==> config.mk <==
export PLATFORM = sky130hd
export DESIGN_NAME = game_flow_ctrl
export DESIGN_NICKNAME = d
export VERILOG_FILES = /design/src/rtl/game_flow_ctrl.sv
export SDC_FILE = /design/constraint.sdc
export NUM_CORES = 1
export LEC_CHECK = 0
export CORE_MARGIN = 2
export CORE_UTILIZATION = 30
export DETAILED_ROUTE_END_ITERATION = 8
export GPL_ROUTABILITY_DRIVEN = 0
export MAX_ROUTING_LAYER = met4
export RECOVER_POWER = 50
export SLEW_MARGIN = 40
export SYNTH_ARGS = -nofsm -noshare
export SYNTH_HDL_FRONTEND = slang
export SYNTH_SLANG_ARGS = --single-unit
==> constraint.sdc <==
create_clock -name clk -period 2.75 [get_ports clk]
set_input_delay 0.55 -clock clk [delete_from_list [all_inputs] [get_ports clk]]
set_output_delay 0.55 -clock clk [all_outputs]
set_load 0.02 [all_outputs]
==> src/rtl/game_flow_ctrl.sv <==
// Game-level sequencer for the VGA platformer. It owns the menu/play/dying/lose/win
// state, the lives and seconds counters, and the respawn and freeze hand-off to the character logic.
module game_flow_ctrl #(
    parameter int LIVES_INIT     = 3,
    parameter int TIME_LIMIT     = 60,
    parameter int FRAMES_PER_SEC = 60,
    parameter int RESPAWN_FRAMES = 30
) (
    input  logic       clk,
    input  logic       rst,
    input  logic       frame_tick,
    input  logic       start_btn,
    input  logic       in_lava,
    input  logic       at_goal,
    output logic [2:0] S,
    output logic [2:0] lives,
    output logic [6:0] time_left,
    output logic       respawn,
    output logic       freeze,
    output logic       game_run
);

    typedef enum logic [2:0] {
        ST_MENU  = 3'b000,
        ST_PLAY  = 3'b001,
        ST_LOSE  = 3'b010,
        ST_WIN   = 3'b011,
        ST_DYING = 3'b100
    } state_t;

    localparam logic [2:0] LIVES_LOAD = 3'(LIVES_INIT);
    localparam logic [6:0] TIME_LOAD  = 7'(TIME_LIMIT);
    localparam logic [7:0] FRAME_LAST = 8'(FRAMES_PER_SEC - 1);
    localparam logic [7:0] DIE_LOAD   = 8'(RESPAWN_FRAMES);

    state_t     state;
    logic [7:0] frame_cnt;
    logic [7:0] die_cnt;
    logic       grace;
    logic       start_q;
    logic       start_rise;

    assign start_rise = start_btn & ~start_q;
    assign S          = state;

    // freeze and game_run are written together with every state change,
    // so they always describe the state being entered.
    always_ff @(posedge clk) begin
        if (rst) begin
            state     <= ST_MENU;
            lives     <= LIVES_LOAD;
            time_left <= TIME_LOAD;
            respawn   <= 1'b0;
            freeze    <= 1'b1;
            game_run  <= 1'b0;
            frame_cnt <= 8'd0;
            die_cnt   <= 8'd0;
            grace     <= 1'b0;
            start_q   <= 1'b0;
        end else begin
            start_q <= start_btn;
            respawn <= 1'b0;

            case (state)
                ST_MENU, ST_LOSE: begin
                    if (start_rise) begin
                        lives     <= LIVES_LOAD;
                        time_left <= TIME_LOAD;
                        frame_cnt <= 8'd0;
                        grace     <= 1'b1;
                        respawn   <= 1'b1;
                        state     <= ST_PLAY;
                        freeze    <= 1'b0;
                        game_run  <= 1'b1;
                    end
                end

                // Goal beats lava, and both swallow a coincident frame tick.
                ST_PLAY: begin
                    if (at_goal) begin
                        state    <= ST_WIN;
                        freeze   <= 1'b1;
                        game_run <= 1'b0;
                    end else if (in_lava && !grace) begin
                        lives    <= lives - 3'd1;
                        freeze   <= 1'b1;
                        game_run <= 1'b0;
                        if (lives == 3'd1) begin
                            state <= ST_LOSE;
                        end else begin
                            state   <= ST_DYING;
                            die_cnt <= DIE_LOAD;
                        end
                    end else if (frame_tick) begin
                        grace <= 1'b0;
                        if (frame_cnt == FRAME_LAST) begin
                            frame_cnt <= 8'd0;
                            time_left <= time_left - 7'd1;
                            if (time_left == 7'd1) begin
                                state    <= ST_LOSE;
                                freeze   <= 1'b1;
                                game_run <= 1'b0;
                            end
                        end else begin
                            frame_cnt <= frame_cnt + 8'd1;
                        end
                    end
                end

                // The timer stays paused here; only the death animation counts down.
                ST_DYING: begin
                    if (frame_tick) begin
                        die_cnt <= die_cnt - 8'd1;
                        if (die_cnt == 8'd1) begin
                            state    <= ST_PLAY;
                            respawn  <= 1'b1;
                            grace    <= 1'b1;
                            freeze   <= 1'b0;
                            game_run <= 1'b1;
                        end
                    end
                end

                ST_WIN: begin
                    if (start_rise) begin
                        state <= ST_MENU;
                    end
                end

                default: begin
                    state    <= ST_MENU;
                    freeze   <= 1'b1;
                    game_run <= 1'b0;
                end
            endcase
        end
    end

endmodule

==> results of run 1 <==
stage by stage:
stage	total power (µW)	instance area, µm²
final	1060	2100
after global routing	1120	2100
after CTS	1080	2090
after detailed placement	691	2000
after global placement	691	2000
after floorplan	635	1690
tightest hold or removal path, cell delays in order (launching register included):
cell and delay (ns):
dfxtp_1 0.32, nand2_1 0.06, a21oi_1 0.05
cell families (layout without fill, tap and decap cells):
kind of cell / count (synthesis) / in the layout
AOI/OAI and AO/OA: 34 / 34
xor gates and xnor gates: 17 / 17
adders and majority gates: 7 / 7
buffers and inverters: 20 / 47
DFF: 34 / 34
muxes: 1 / 1
and+or+nand+nor: 89 / 89
final cells by class:
type,instances,area [µm²],area share (%)
clock buffer,7,86.3,4.12
clock inverter,1,5.00,0.239
inverter,12,45.0,2.15
multi-input combinational,148,937,44.7
sequential,34,681,32.5
tap,72,90.1,4.30
timing repair buffer,27,251,12.0
registers in the layout, summed over array words and instances, names as in the netlist:
signal,count
die_cnt,8
frame_cnt,8
S,3
freeze,1
grace,1
lives,3
respawn,1
start_q,1
game_run,1
time_left,7
worst max-delay path by stage:
stage / start / to / slack, ns / cells past startpoint
floorplan: frame_cnt[0] / game_run / 0.71 / 6
global placement: start_btn / frame_cnt[6] / 0.23 / 6
detailed placement: frame_tick / die_cnt[6] / 0.19 / 6
CTS: frame_tick / die_cnt[6] / 0.49 / 6
global route: start_btn / frame_cnt[6] / 0.23 / 6
finish: frame_tick / die_cnt[6] / 0.38 / 6
power by group through the flow:
stage	clock [µW]	sequential (µW)	combinational (µW)
after detailed placement	0	546	146
final	386	534	144
after global placement	0	545	146
after CTS	397	534	147
after floorplan	0	546	88.5
after global routing	420	538	160
metal layers:
| layer | wire length [µm] | global-route usage [%] | up-vias | part of all wire [%] |
|---|---|---|---|---|
| li1 | - | - | 764 | - |
| met5 | 0 | - | - | 0 |
| met1 | 2000 | 19.7 | 709 | 52 |
| met4 | 63 | 4.83 | 0 | 1.6 |
| met3 | 140 | 3.41 | 6 | 3.6 |
| met2 | 1670 | 18.7 | 28 | 43 |
layout by cell type (no fill, tap or decap), drive strengths merged, types with 3 or more instances in the layout:
cell type | Yosys | layout
xor2 | 4 | 4
clkdlybuf4s50 | 0 | 3
or3 | 7 | 7
nor2 | 20 | 20
nor3 | 10 | 10
inv | 12 | 12
xnor2 | 13 | 13
nand2 | 20 | 20
dlygate4sd3 | 0 | 18
dfxtp | 34 | 34
ha | 7 | 7
clkbuf | 7 | 8
nand4 | 4 | 4
nor4 | 5 | 5
nand3 | 5 | 5
o21ai | 8 | 8
nor2b | 4 | 4
a21oi | 13 | 13
buf | 1 | 5
==> run_results.csv, run 1 <==
group,metric,value,unit
yosys,synth_fa_ha_area_share,5.19,%
timing,setup_ws,0.383,ns
worst_setup_path,rrSetupSlack,0.52,ns
yosys,syn_inst,202,
yosys,synth_cell_types,42,
clock_tree,cts_buffer_depth,2,
yosys,synth_top_family_by_area,"simple AND/OR/NAND/NOR gates",
die,rows,27,
timing,slew_violations,0,
yosys,ys_warn_count,0,
clock_tree,h-tree-depth,2,
yosys,synth_top_cell_by_area,"dfxtp_1",
cells_and_area,diodes,0,
yosys,syn_nets,215,
worst_hold_path,hp-start,"frame_cnt[1]",
die,dieArea,0.00624,mm²
worst_hold_path,holdPathStages,2,
pwr,swShare,27.4,%
yosys,avgSynthCellArea,8.35,µm²
yosys,synth_area_leaders,"dfxtp_1 (40%), xnor2_1 (6.8%), ha_1 (5.2%)",
clock_tree,clockRootBuffer,"clkbuf_8",
global_route,grt_pass1_wl,6640,µm
route,vias,1507,
route,vias_per_cell,5.01,
worst_setup_path,slowest_delay,0.73,ns
clock_tree,clock_latency,0.29,ns
worst_setup_path,crit_arrival,2.55,ns
route,wl_per_cell,12.8,µm
yosys,synth-seq-cells,34,
yosys,synth_top_flop_cell,"dfxtp_1",
worst_setup_path,regToRegEndpoint,"game_run",
timing,finalSetupTns,0,ns
timing,fmax,0.423,GHz
pwr,comb_power_share,13.5,%
place,dp_hpwl,2790,µm
timing,fin_skew,0.00376,ns
pwr,internal_power,773,µW
worst_setup_path,cp.required,2.93,ns
cells_and_area,drive_above_1_share,6.99,%
global_route,antenna_found_initial,0,
yosys,synth_top_area_share,40.4,%
worst_setup_path,critical-path-top-delay-family,"simple AND/OR/NAND/NOR gates",
timing,tightest_slew,0.700,ns
clock_tree,cts_tree,"done",
worst_setup_path,reg2reg_from,"frame_cnt[0]",
pwr,p_leak,0.000738,µW
cells_and_area,finish.utilization,38.3,%
die,ios,22,
clock_tree,post_cts_resized,0,
yosys,synth-edff-count,0,
clock_tree,cts_num_sinks,34,
timing,whs,0.474,ns
clock_tree,cts_setup_buffers,0,
pwr,ir_drop,0.213,mV
timing,rsz0062_at_grt,"false",
worst_hold_path,hold-path-endpoint,"frame_cnt[1]",
worst_setup_path,path_class,"in2reg",
timing,fin_crit,2.37,ns
yosys,synth_xor_area_share,8.83,%
worst_setup_path,worstPathCellList,"dlygate4sd3_1 > nor4bb_1 > nand2_1 > nor4b_1 > xnor2_1 > nor2_1",
timing,slew_headroom,52.7,%
yosys,syn_area,0.00169,mm²
global_route,overflow,0,
die,core_area,0.00547,mm²
route,drt_first_pass_iters,4,
route,wl,3870,µm
pwr,p_per_area,508,mW/mm²
place,pre_cts_slack,0.194,ns
pwr,p_sw,292,µW
die,fp.dieW,79.0,µm
global_route,grt_pass1_vias,1383,
clock_tree,cts.clk_slew.worst_paths,0.07,ns
yosys,yosysMostFrequentCell,"dfxtp_1",
clock_tree,hold_buffers,0,
route,ant_nets,0,
timing,fin_crit_sh,86.1,%
worst_setup_path,cp_num_buf_inv,1,
place,placedCellCount,293,
clock_tree,numCtsBuffers,5,
die,die_height,79.0,µm
pwr,seq_power_share,50.2,%
timing,setup_viol,0,
yosys,async_flop_share,0,%
yosys,synthMuxAreaShare,0.593,%
worst_setup_path,end_kind,"flip-flop",
run,maxCapViolCount,0,
worst_hold_path,hold_class,"reg2reg",
worst_setup_path,crit_path_max_fanout,9,
route,drt_iter0_drc,90,
worst_setup_path,cp_slowest_cell,"dlygate4sd3_1",
yosys,seq_area_frac_synth,40.4,%
cells_and_area,syn_to_final_growth,24.3,%
global_route,grt_max_degree,16,
worst_setup_path,reg2reg_depth,6,
cells_and_area,n_fill_cell,586,
yosys,synthTopCellsByCount,"dfxtp_1 (34), nand2_1 (20), nor2_1 (20), a21oi_1 (13), xnor2_1 (13)",
yosys,yosys.area_share.simple,27.5,%
place,portBuffers,21,
die,initial_utilization,30.8,%
cells_and_area,final_cells,301,
route,post-route-drc-count,0,
yosys,synth_compound_area_share,13.0,%
global_route,grt_usage,13.8,%
timing,hold_viol_final,0,
pwr,clockPowerShare,36.3,%
status,status,"finished, final reports clean",
worst_setup_path,worstSetupStartpointType,"input port",
cells_and_area,finalNetCount,241,
Note: power is estimated with default switching activity, not from simulation.
==> run 2, diff against run 1 <==
- CORE_MARGIN: 2 -> default
- clock period: 2.75 -> 2 ns (I/O delays scaled with it)
==> run_results.csv, run 2 (synthesized netlist as in run 1, its figures left out) <==
group,metric,value,unit
worst_setup_path,crit_path_max_fanout,2,
die,initial_utilization,32.0,%
cells_and_area,reg.largest.list,"die_cnt x8, frame_cnt x8, time_left x7",
cells_and_area,final_cell_mix,"buf_4 (35), dfxtp_1 (30), nor2_1 (20), nand2_1 (20)",
clock_tree,numCtsBuffers,5,
die,die_height,77.0,µm
clock_tree,clockRootBuffer,"clkbuf_8",
worst_setup_path,path_class,"reg2reg",
clock_tree,cts.clk_slew.worst_paths,0.07,ns
status,status,"finished, final reports clean",
clock_tree,cts_tree,"done",
worst_setup_path,crit_arrival,2.12,ns
pwr,seq_power_share,50.0,%
pwr,swShare,26.9,%
pwr,ir_drop,0.266,mV
timing,fmax,0.516,GHz
die,dieArea,0.00593,mm²
cells_and_area,syn_to_final_growth,38.8,%
route,wl_per_cell,12.2,µm
clock_tree,clock_latency,0.28,ns
worst_setup_path,worstSetupStartpointType,"flip-flop",
run,maxCapViolCount,0,
timing,rsz0062_at_grt,"true",
global_route,grt_max_degree,13,
global_route,overflow,0,
route,ant_nets,0,
timing,slew_violations,0,
timing,fin_crit,1.94,ns
cells_and_area,finalNetCount,271,
pwr,p_leak,0.000887,µW
timing,setup_ws,0.0612,ns
worst_setup_path,reg2reg_depth,6,
clock_tree,cts_num_sinks,34,
worst_hold_path,holdPathStages,1,
pwr,comb_power_share,17.5,%
worst_setup_path,end_kind,"flip-flop",
route,post-route-drc-count,0,
die,ios,22,
place,dp_hpwl,2980,µm
timing,fin_skew,0.00279,ns
global_route,antenna_found_initial,0,
place,pre_cts_slack,-0.217,ns
pwr,internal_power,1070,µW
clock_tree,cts_buffer_depth,2,
cells_and_area,mostFrequentLayoutCell,"buf_4",
route,drt_first_pass_iters,4,
timing,fin_crit_sh,96.9,%
timing,hold_viol_final,0,
pwr,p_per_area,625,mW/mm²
die,rows,26,
place,portBuffers,21,
worst_setup_path,cp.required,2.18,ns
route,wl,3990,µm
global_route,grt_pass1_wl,7020,µm
cells_and_area,drive_above_1_share,20.9,%
route,vias_per_cell,4.91,
timing,tightest_slew,0.455,ns
pwr,clockPowerShare,32.5,%
route,drt_iter0_drc,73,
timing,setup_viol,0,
pwr,p_sw,393,µW
route,vias,1609,
global_route,grt_pass1_vias,1495,
timing,slew_headroom,69.3,%
cells_and_area,diodes,0,
worst_hold_path,hold_class,"reg2reg",
die,fp.dieW,77.0,µm
cells_and_area,finish.utilization,44.4,%
global_route,grt_usage,15.1,%
die,core_area,0.00527,mm²
clock_tree,h-tree-depth,2,
[run 2: final timing paths]
check             endpoint         start  slack (ns)
setup / recovery  game_run  frame_cnt[1]        0.06
hold / removal    game_run      game_run        0.49
setup reg to reg  game_run  frame_cnt[1]        0.06
hold reg to reg   game_run      game_run        0.49
[run 2: what timing repair did]
item                       CTS  global route
buffers inserted             1             0
hold buffers                 0             0
setup endpoints to repair    5            13
resized for setup            1             6
pin swaps                    5             2
[run 2: layout make-up]
class                   instances  area (µm²)
repair buffers                 57         478
well taps                      70        87.6
inverters                      12        45.0
multi-input cells             148         968
flip-flops and latches         34         686
fillers                       535        2930
clock buffers                   7        76.3
[run 2: power by group through the flow]
stage          Combinational [µW]  Clock, µW  Sequential (µW)
3_5_place_dp                  256          0              746
4_1_cts                       259        490              730
3_3_place_gp                  255          0              745
2_1_floorplan                 123          0              752
5_1_grt                       284        521              736
6_report                      256        475              731
[run 2: stage by stage]
step	power, µW	TNS, ns	hold slack (ns)	instance area, µm²	cells
5_1_grt	1540	-0.0722	0.511	2340	328
2_1_floorplan	875	0	0.461	1700	202
3_3_place_gp	1000	-2.78	0.467	2240	321
3_5_place_dp	1000	-3.20	0.472	2240	321
4_1_cts	1480	0	0.499	2330	329
6_report	1460	0	0.488	2340	328
[run 2: worst max-delay path: stages (launching register included)]
cell,delay (ns)
dfxtp_2,0.35
ha_4,0.13
nand4_1,0.11
or4_4,0.46
o2111a_1,0.28
a2111o_1,0.32
a31o_1,0.18
[run 2: routing by layer]
metal	track usage, %	share of wire (%)
met3	3.57	2.9
met2	22.1	44
met5	-	0
met1	19.5	50
met4	7.17	3.0
